===== src/rtl/adder_arb_pkg.sv =====
// Shared definitions for the round-robin shared-adder arbiter:
// default widths and the result-slot FSM encoding.
package adder_arb_pkg;

  localparam int DEF_N    = 32;
  localparam int DEF_NREQ = 4;

  typedef enum logic {
    EMPTY = 1'b0,
    FULL  = 1'b1
  } state_e;

endpackage


===== src/rtl/adder_arbiter_if.sv =====
// Request/response bundle between the requesters and the shared-adder arbiter.
interface adder_arbiter_if #(
  parameter int N    = adder_arb_pkg::DEF_N,
  parameter int NREQ = adder_arb_pkg::DEF_NREQ
) ();

  localparam int IDW = $clog2(NREQ);

  // Handshakes: a request lane i transfers in a cycle where req_valid[i] and
  // req_ready[i] are both 1; the result transfers where resp_valid and
  // resp_ready are both 1. req_ready is a same-cycle one-hot grant.
  logic [NREQ-1:0]   req_valid;
  logic [NREQ*N-1:0] req_a;
  logic [NREQ*N-1:0] req_b;
  logic [NREQ-1:0]   req_ready;
  logic              resp_valid;
  logic              resp_ready;
  logic [IDW-1:0]    resp_id;
  logic [N-1:0]      resp_sum;
  logic              resp_carry;

  modport master (
    output req_valid, req_a, req_b, resp_ready,
    input  req_ready, resp_valid, resp_id, resp_sum, resp_carry
  );

  modport slave (
    input  req_valid, req_a, req_b, resp_ready,
    output req_ready, resp_valid, resp_id, resp_sum, resp_carry
  );

endinterface


===== src/rtl/adder_core.sv =====
// Single N-bit adder with operand isolation: inputs are held at zero when
// en is low so the carry chain does not toggle on idle cycles.
module adder_core #(
  parameter int N = adder_arb_pkg::DEF_N
) (
  input  logic         en,
  input  logic [N-1:0] a,
  input  logic [N-1:0] b,
  output logic [N-1:0] sum,
  output logic         carry
);

  logic [N-1:0] a_iso;
  logic [N-1:0] b_iso;

  always_comb begin
    a_iso = en ? a : '0;
    b_iso = en ? b : '0;
    {carry, sum} = {1'b0, a_iso} + {1'b0, b_iso};
  end

endmodule


===== src/rtl/adder_arbiter.sv =====
// Round-robin arbiter sharing one adder among NREQ requesters, with a single
// registered result slot (EMPTY/FULL) that can be refilled back to back.
module adder_arbiter import adder_arb_pkg::*; #(
  parameter int N    = DEF_N,
  parameter int NREQ = DEF_NREQ
) (
  input  logic                     clk,
  input  logic                     rst_n,
  adder_arbiter_if.slave           bus,
  output state_e                   dbg_state,
  output logic [$clog2(NREQ)-1:0]  dbg_ptr,
  output logic [N-1:0]             dbg_add_a,
  output logic [N-1:0]             dbg_add_b
);

  localparam int IDW = $clog2(NREQ);

  state_e         state_q, state_d;
  logic [IDW-1:0] ptr_q, ptr_d;
  logic [IDW-1:0] id_q, id_d;
  logic [N-1:0]   sum_q, sum_d;
  logic           carry_q, carry_d;

  logic            slot_free;
  logic            grant_vld;
  logic [IDW-1:0]  grant_idx;
  logic [NREQ-1:0] grant_oh;
  logic [IDW:0]    cand;
  logic [N-1:0]    op_a, op_b;
  logic [N-1:0]    add_sum;
  logic            add_carry;

  // Grant search walks ptr, ptr+1, ... modulo NREQ; the first valid wins.
  always_comb begin
    slot_free = (state_q == EMPTY) || bus.resp_ready;
    grant_vld = 1'b0;
    grant_idx = '0;
    cand      = '0;
    if (rst_n && slot_free) begin
      for (int k = 0; k < NREQ; k++) begin
        cand = {1'b0, ptr_q} + (IDW+1)'(k);
        if (cand >= (IDW+1)'(NREQ)) cand = cand - (IDW+1)'(NREQ);
        if (!grant_vld && bus.req_valid[cand[IDW-1:0]]) begin
          grant_vld = 1'b1;
          grant_idx = cand[IDW-1:0];
        end
      end
    end
  end

  always_comb begin
    grant_oh = '0;
    op_a     = '0;
    op_b     = '0;
    if (grant_vld) grant_oh[grant_idx] = 1'b1;
    for (int i = 0; i < NREQ; i++) begin
      if (grant_oh[i]) begin
        op_a = bus.req_a[i*N +: N];
        op_b = bus.req_b[i*N +: N];
      end
    end
  end

  adder_core #(.N(N)) u_core (
    .en    (grant_vld),
    .a     (op_a),
    .b     (op_b),
    .sum   (add_sum),
    .carry (add_carry)
  );

  always_comb begin
    state_d = state_q;
    ptr_d   = ptr_q;
    id_d    = id_q;
    sum_d   = sum_q;
    carry_d = carry_q;
    if (grant_vld) begin
      state_d = FULL;
      sum_d   = add_sum;
      carry_d = add_carry;
      id_d    = grant_idx;
      ptr_d   = (grant_idx == IDW'(NREQ-1)) ? '0 : grant_idx + IDW'(1);
    end else if (state_q == FULL && bus.resp_ready) begin
      state_d = EMPTY;
    end
  end

  always_ff @(posedge clk) begin
    if (!rst_n) begin
      state_q <= EMPTY;
      ptr_q   <= '0;
      id_q    <= '0;
      sum_q   <= '0;
      carry_q <= 1'b0;
    end else begin
      state_q <= state_d;
      ptr_q   <= ptr_d;
      id_q    <= id_d;
      sum_q   <= sum_d;
      carry_q <= carry_d;
    end
  end

  assign bus.req_ready  = grant_oh;
  assign bus.resp_valid = (state_q == FULL);
  assign bus.resp_id    = id_q;
  assign bus.resp_sum   = sum_q;
  assign bus.resp_carry = carry_q;

  assign dbg_state = state_q;
  assign dbg_ptr   = ptr_q;
  assign dbg_add_a = op_a;
  assign dbg_add_b = op_b;

endmodule


===== src/flat_wrapper.sv =====
// flat-port wrapper written by rule: the top's interface ports become plain ports
module adder_arbiter_flat import adder_arb_pkg::*;
#(
  parameter int N    = DEF_N,
  parameter int NREQ = DEF_NREQ
)
  (clk, rst_n, dbg_state, dbg_ptr, dbg_add_a, dbg_add_b, bus_req_valid, bus_req_a, bus_req_b, bus_resp_ready, bus_req_ready, bus_resp_valid, bus_resp_id, bus_resp_sum, bus_resp_carry);
  adder_arbiter_if #(.N(N), .NREQ(NREQ)) bus_i ();
  input  logic clk;
  input  logic rst_n;
  output state_e dbg_state;
  output logic [$clog2(NREQ)-1:0] dbg_ptr;
  output logic [N-1:0] dbg_add_a;
  output logic [N-1:0] dbg_add_b;
  input wire logic [$bits(bus_i.req_valid)-1:0] bus_req_valid;
  input wire logic [$bits(bus_i.req_a)-1:0] bus_req_a;
  input wire logic [$bits(bus_i.req_b)-1:0] bus_req_b;
  input wire logic [$bits(bus_i.resp_ready)-1:0] bus_resp_ready;
  output wire logic [$bits(bus_i.req_ready)-1:0] bus_req_ready;
  output wire logic [$bits(bus_i.resp_valid)-1:0] bus_resp_valid;
  output wire logic [$bits(bus_i.resp_id)-1:0] bus_resp_id;
  output wire logic [$bits(bus_i.resp_sum)-1:0] bus_resp_sum;
  output wire logic [$bits(bus_i.resp_carry)-1:0] bus_resp_carry;
  assign bus_i.req_valid = bus_req_valid;
  assign bus_i.req_a = bus_req_a;
  assign bus_i.req_b = bus_req_b;
  assign bus_i.resp_ready = bus_resp_ready;
  assign bus_req_ready = bus_i.req_ready;
  assign bus_resp_valid = bus_i.resp_valid;
  assign bus_resp_id = bus_i.resp_id;
  assign bus_resp_sum = bus_i.resp_sum;
  assign bus_resp_carry = bus_i.resp_carry;
  adder_arbiter #(.N(N), .NREQ(NREQ)) u_core (.clk(clk), .rst_n(rst_n), .bus(bus_i), .dbg_state(dbg_state), .dbg_ptr(dbg_ptr), .dbg_add_a(dbg_add_a), .dbg_add_b(dbg_add_b));
endmodule

===== config.mk =====
export PLATFORM = sky130hd
export DESIGN_NAME = adder_arbiter_flat
export DESIGN_NICKNAME = d
export VERILOG_FILES = /design/src/rtl/adder_arb_pkg.sv /design/src/rtl/adder_arbiter_if.sv /design/src/rtl/adder_core.sv /design/src/rtl/adder_arbiter.sv /design/src/flat_wrapper.sv
export SDC_FILE = /design/constraint.sdc
export NUM_CORES = 1
export LEC_CHECK = 0
export ABC_CLOCK_PERIOD_IN_PS = 4700
export BUFFER_PORTS_ARGS = -buffer_cell sky130_fd_sc_hd__buf_2
export CORE_AREA = 2 2 143 145
export CTS_BUF_LIST = sky130_fd_sc_hd__clkbuf_8
export DETAILED_ROUTE_END_ITERATION = 8
export DIE_AREA = 0 0 145 147
export PLACE_DENSITY = 0.61
export SYNTH_ARGS = -nofsm -noshare
export SYNTH_HDL_FRONTEND = slang
export SYNTH_HIERARCHICAL = 1
export SYNTH_SLANG_ARGS = --single-unit

===== constraint.sdc =====
create_clock -name clk -period 4.7 [get_ports clk]
set_input_delay 0.235 -clock clk [delete_from_list [all_inputs] [get_ports clk]]
set_output_delay 0.235 -clock clk [all_outputs]
set_load 0.1 [all_outputs]

==> load_flow_metrics.sql <==
INSERT INTO impl_metrics (metric_group, metric, value, unit) VALUES
('yosys', 'main_combinational_cell_family_by_area_after_synthesis', 'compound AO/OA/AOI/OAI gates', ''),
('grt', 'grt_first_pass_wirelength', '43200', 'µm'),
('layout', 'synthToLayoutAreaGrowth', '68.5', '%'),
('routing', 'routed-via-count', '8113', ''),
('clock_network', 'cts_buffers', '5', ''),
('yosys', 'synth_compound_gate_area_share', '36.2', '%'),
('yosys', 'synth.ff_latch_count', '38', ''),
('routing', 'avgViaCountPerCell', '5.13', ''),
('yosys', 'ys_top_cells_by_area', 'dfxtp_1 13%, nand2_1 10%, a221oi_1 9.5%, a211o_1 9.4%, a21oi_1 8.2%', ''),
('yosys', 'synth_top_flop_cell', 'dfxtp_1', ''),
('grt', 'busiest_layer', 'met2', ''),
('routing', 'detail_route.drc_violations', '0', ''),
('yosys', 'synth.yosys.warnings', '6', ''),
('clock_network', 'tritoncts_num_sinks', '38', ''),
('run_status', 'run_status', 'finished clean', ''),
('routing', 'route.antenna.remaining_nets', '0', ''),
('sta', 'hold-worst-slack', '310', 'ps'),
('critical_path', 'worst_r2r_endpoint', 'u_core/bus.resp_sum[30]', ''),
('sta', 'report.final.slew_viol_count', '0', ''),
('critical_path', 'critical_path.endpoint_type', 'register', ''),
('sta', 'setup_violations', '0', ''),
('min_path', 'min-delay-path-class', 'primary input to register', ''),
('floorplan', 'core_region_area', '19800', 'µm²'),
('grt', 'grt.met3_usage', '3.85', '%'),
('critical_path', 'regToRegStartpoint', 'u_core/dbg_ptr[1]', ''),
('grt', 'grt_util_all_layers', '25.1', '%'),
('yosys', 'async_set_or_reset_register_ratio_after_synthesis', '0', '%'),
('clock_network', 'postCtsHoldBufs', '0', ''),
('sta', 'pin_slew_with_the_least_headroom_to_its_limit', '915', 'ps'),
('yosys', 'synth.avg_cell_area', '6.77', 'µm²'),
('routing', 'detail_route.iter0.violations', '459', ''),
('placement', 'preCtsSetupSlack', '34.3', 'ps'),
('yosys', 'synth-xor-area-share', '3.81', '%'),
('routing', 'wl_per_cell', '17.8', 'µm'),
('floorplan', 'die_area', '21300', 'µm²'),
('sta', 'fmax', '0.222', 'GHz'),
('yosys', 'synth_simple_gate_area_share', '27.2', '%'),
('grt', 'gr-usage-met2', '40.3', '%'),
('clock_network', 'path_clk_slew', '80', 'ps'),
('min_path', 'worst_hold_path.endpoint', 'u_core/bus.resp_valid', ''),
('layout', 'most_frequent_standard_cell_in_the_layout_excluding_fill_and_tap_cells', 'buf_2', ''),
('clock_network', 'ctsHtreeMaxLevel', '2', ''),
('clock_network', 'max-clock-path-buffers', '2', ''),
('min_path', 'hold_depth', '3', ''),
('critical_path', 'crit_path_max_fanout', '8', ''),
('sta', 'timing.final.crit_period', '4510', 'ps'),
('grt', 'grt_pass1_vias', '7942', ''),
('min_path', 'hold_start', 'bus_resp_ready', ''),
('critical_path', 'crit_required', '4930', 'ps'),
('power_and_ir_drop', 'power.density_cell_area', '245', 'nW/µm²'),
('yosys', 'synth-edff-count', '0', ''),
('grt', 'grt_util_met1', '35.1', '%'),
('layout', 'num-nets-final', '1608', ''),
('clock_network', 'cell_at_the_root_of_the_clock_tree', 'clkbuf_8', ''),
('yosys', 'synth_adder_area_share', '7.87', '%'),
('routing', 'finalWirelength', '28200', 'µm'),
('floorplan', 'starting_utilization_of_the_core_area', '30.1', '%'),
('placement', 'port_buf_inserts', '369', ''),
('floorplan', 'placementRows', '52', ''),
('power_and_ir_drop', 'max-vdd-ir-drop', '0.173', 'mV'),
('grt', 'largest_net_degree_at_the_start_of_global_routing', '103', ''),
('critical_path', 'critPathLaunchType', 'register', ''),
('critical_path', 'critical_path_arrival', '4740', 'ps'),
('yosys', 'top_cell_type_by_total_area_after_synthesis', 'dfxtp_1', ''),
('sta', 'grt_setup_unrepaired', 'true', ''),
('yosys', 'synth.lib_cells_used.distinct', '64', ''),
('sta', 'timing.slew.headroom', '39.0', '%'),
('yosys', 'synthesis.instances', '883', ''),
('routing', 'first_pass_iters', '6', ''),
('floorplan', 'floorplan.die.height', '147', 'µm'),
('layout', 'final_util', '50.8', '%');
where the power goes:
part | switching (µW) | total (µW) | internal (µW)
clock network | 114 | 232 | 118
logic | 1260 | 1870 | 612
registers | 18.4 | 366 | 348
total | 1390 | 2470 | 1080
registers in the layout, indices dropped and copies added (netlist names):
name                   cells
u_core/dbg_ptr             2
u_core/bus.resp_id         2
u_core/bus.resp_carry      1
u_core/bus.resp_sum       32
u_core/bus.resp_valid      1
final cells by class:
class	count	area (µm²)
fillers	1996	9770
inverters	74	278
diodes	3	7.51
clock inverters	2	12.5
well taps	270	338
flip-flops and latches	38	769
repair buffers	495	3150
clock buffers	6	82.6
multi-input cells	694	5440
kinds of logic (layout without fill, tap and decap cells):
group	after synthesis	in the layout
compound gates	297	297
xor+xnor	26	26
simple gates	332	332
flops	38	38
other cells	0	3
buf+inv	151	577
mux	2	2
fa+ha+maj	37	37
metal layers:
metal	routed length, µm	vias up
met2	12600	292
li1	-	4033
met3	1830	37
met5	0	-
met1	13000	3751
met4	684	0
per-stage QoR:
stage | area, µm² | setup TNS, ps | cells
6_report | 10100 | 0 | 1582
5_1_grt | 10100 | -48.3 | 1582
4_1_cts | 9850 | 0 | 1575
3_5_place_dp | 9750 | 0 | 1567
3_3_place_gp | 9750 | 0 | 1567
2_1_floorplan | 6720 | -1030 | 883
synth_stat cells, types with 5 or more instances:
master	instances
a31oi_1	6
nand2_1	161
nand4_1	7
xnor2_1	15
a221oi_1	65
ha_1	36
buf_4	8
and2_1	70
a21o_1	10
buf_6	6
clkbuf_1	39
a211o_1	64
nor2b_1	5
o21ai_1	7
dfxtp_1	38
nand3_1	41
o21ai_0	12
a21oi_1	98
nor3_1	8
xor2_1	11
inv_1	73
buf_2	20
nor2_1	19
o21a_1	5
worst max-delay path by stage:
stage                            from                       to  slack (ps)  cells past startpoint
finish              u_core/dbg_ptr[1]  u_core/bus.resp_sum[30]         190                     24
global route        u_core/dbg_ptr[1]  u_core/bus.resp_sum[30]         -30                     24
CTS                 u_core/dbg_ptr[1]  u_core/bus.resp_sum[29]          90                     23
detailed placement  u_core/dbg_ptr[1]  u_core/bus.resp_sum[29]          30                     23
global placement     bus_req_valid[0]  u_core/bus.resp_sum[25]          90                     24
floorplan           u_core/dbg_ptr[1]  u_core/bus.resp_sum[28]        -240                     19
worst max-delay path, cell delays in order, from the launching register on:
cell and delay [ps]:
dfxtp_4 370, nand4bb_4 240, a211oi_2 280, a311oi_2 70, inv_1 100, ha_2 180
nor2b_4 200, buf_12 140, a221oi_1 70, buf_4 140, a211o_1 290, a21oi_4 140
and2_4 180, ha_4 150, fa_2 220, a211oi_2 80, or3_4 380, a21oi_4 190
buf_6 130, a21boi_2 50, o31a_1 280, o31ai_2 280, xor2_1 170, nand2_1 60
nand2_1 60
repair_timing:
item,in CTS,in global routing
buffers inserted,0,4
setup endpoints to repair,2,16
resized for setup,1,32
pin swaps,0,26
Power figures use the tool's default switching activity.
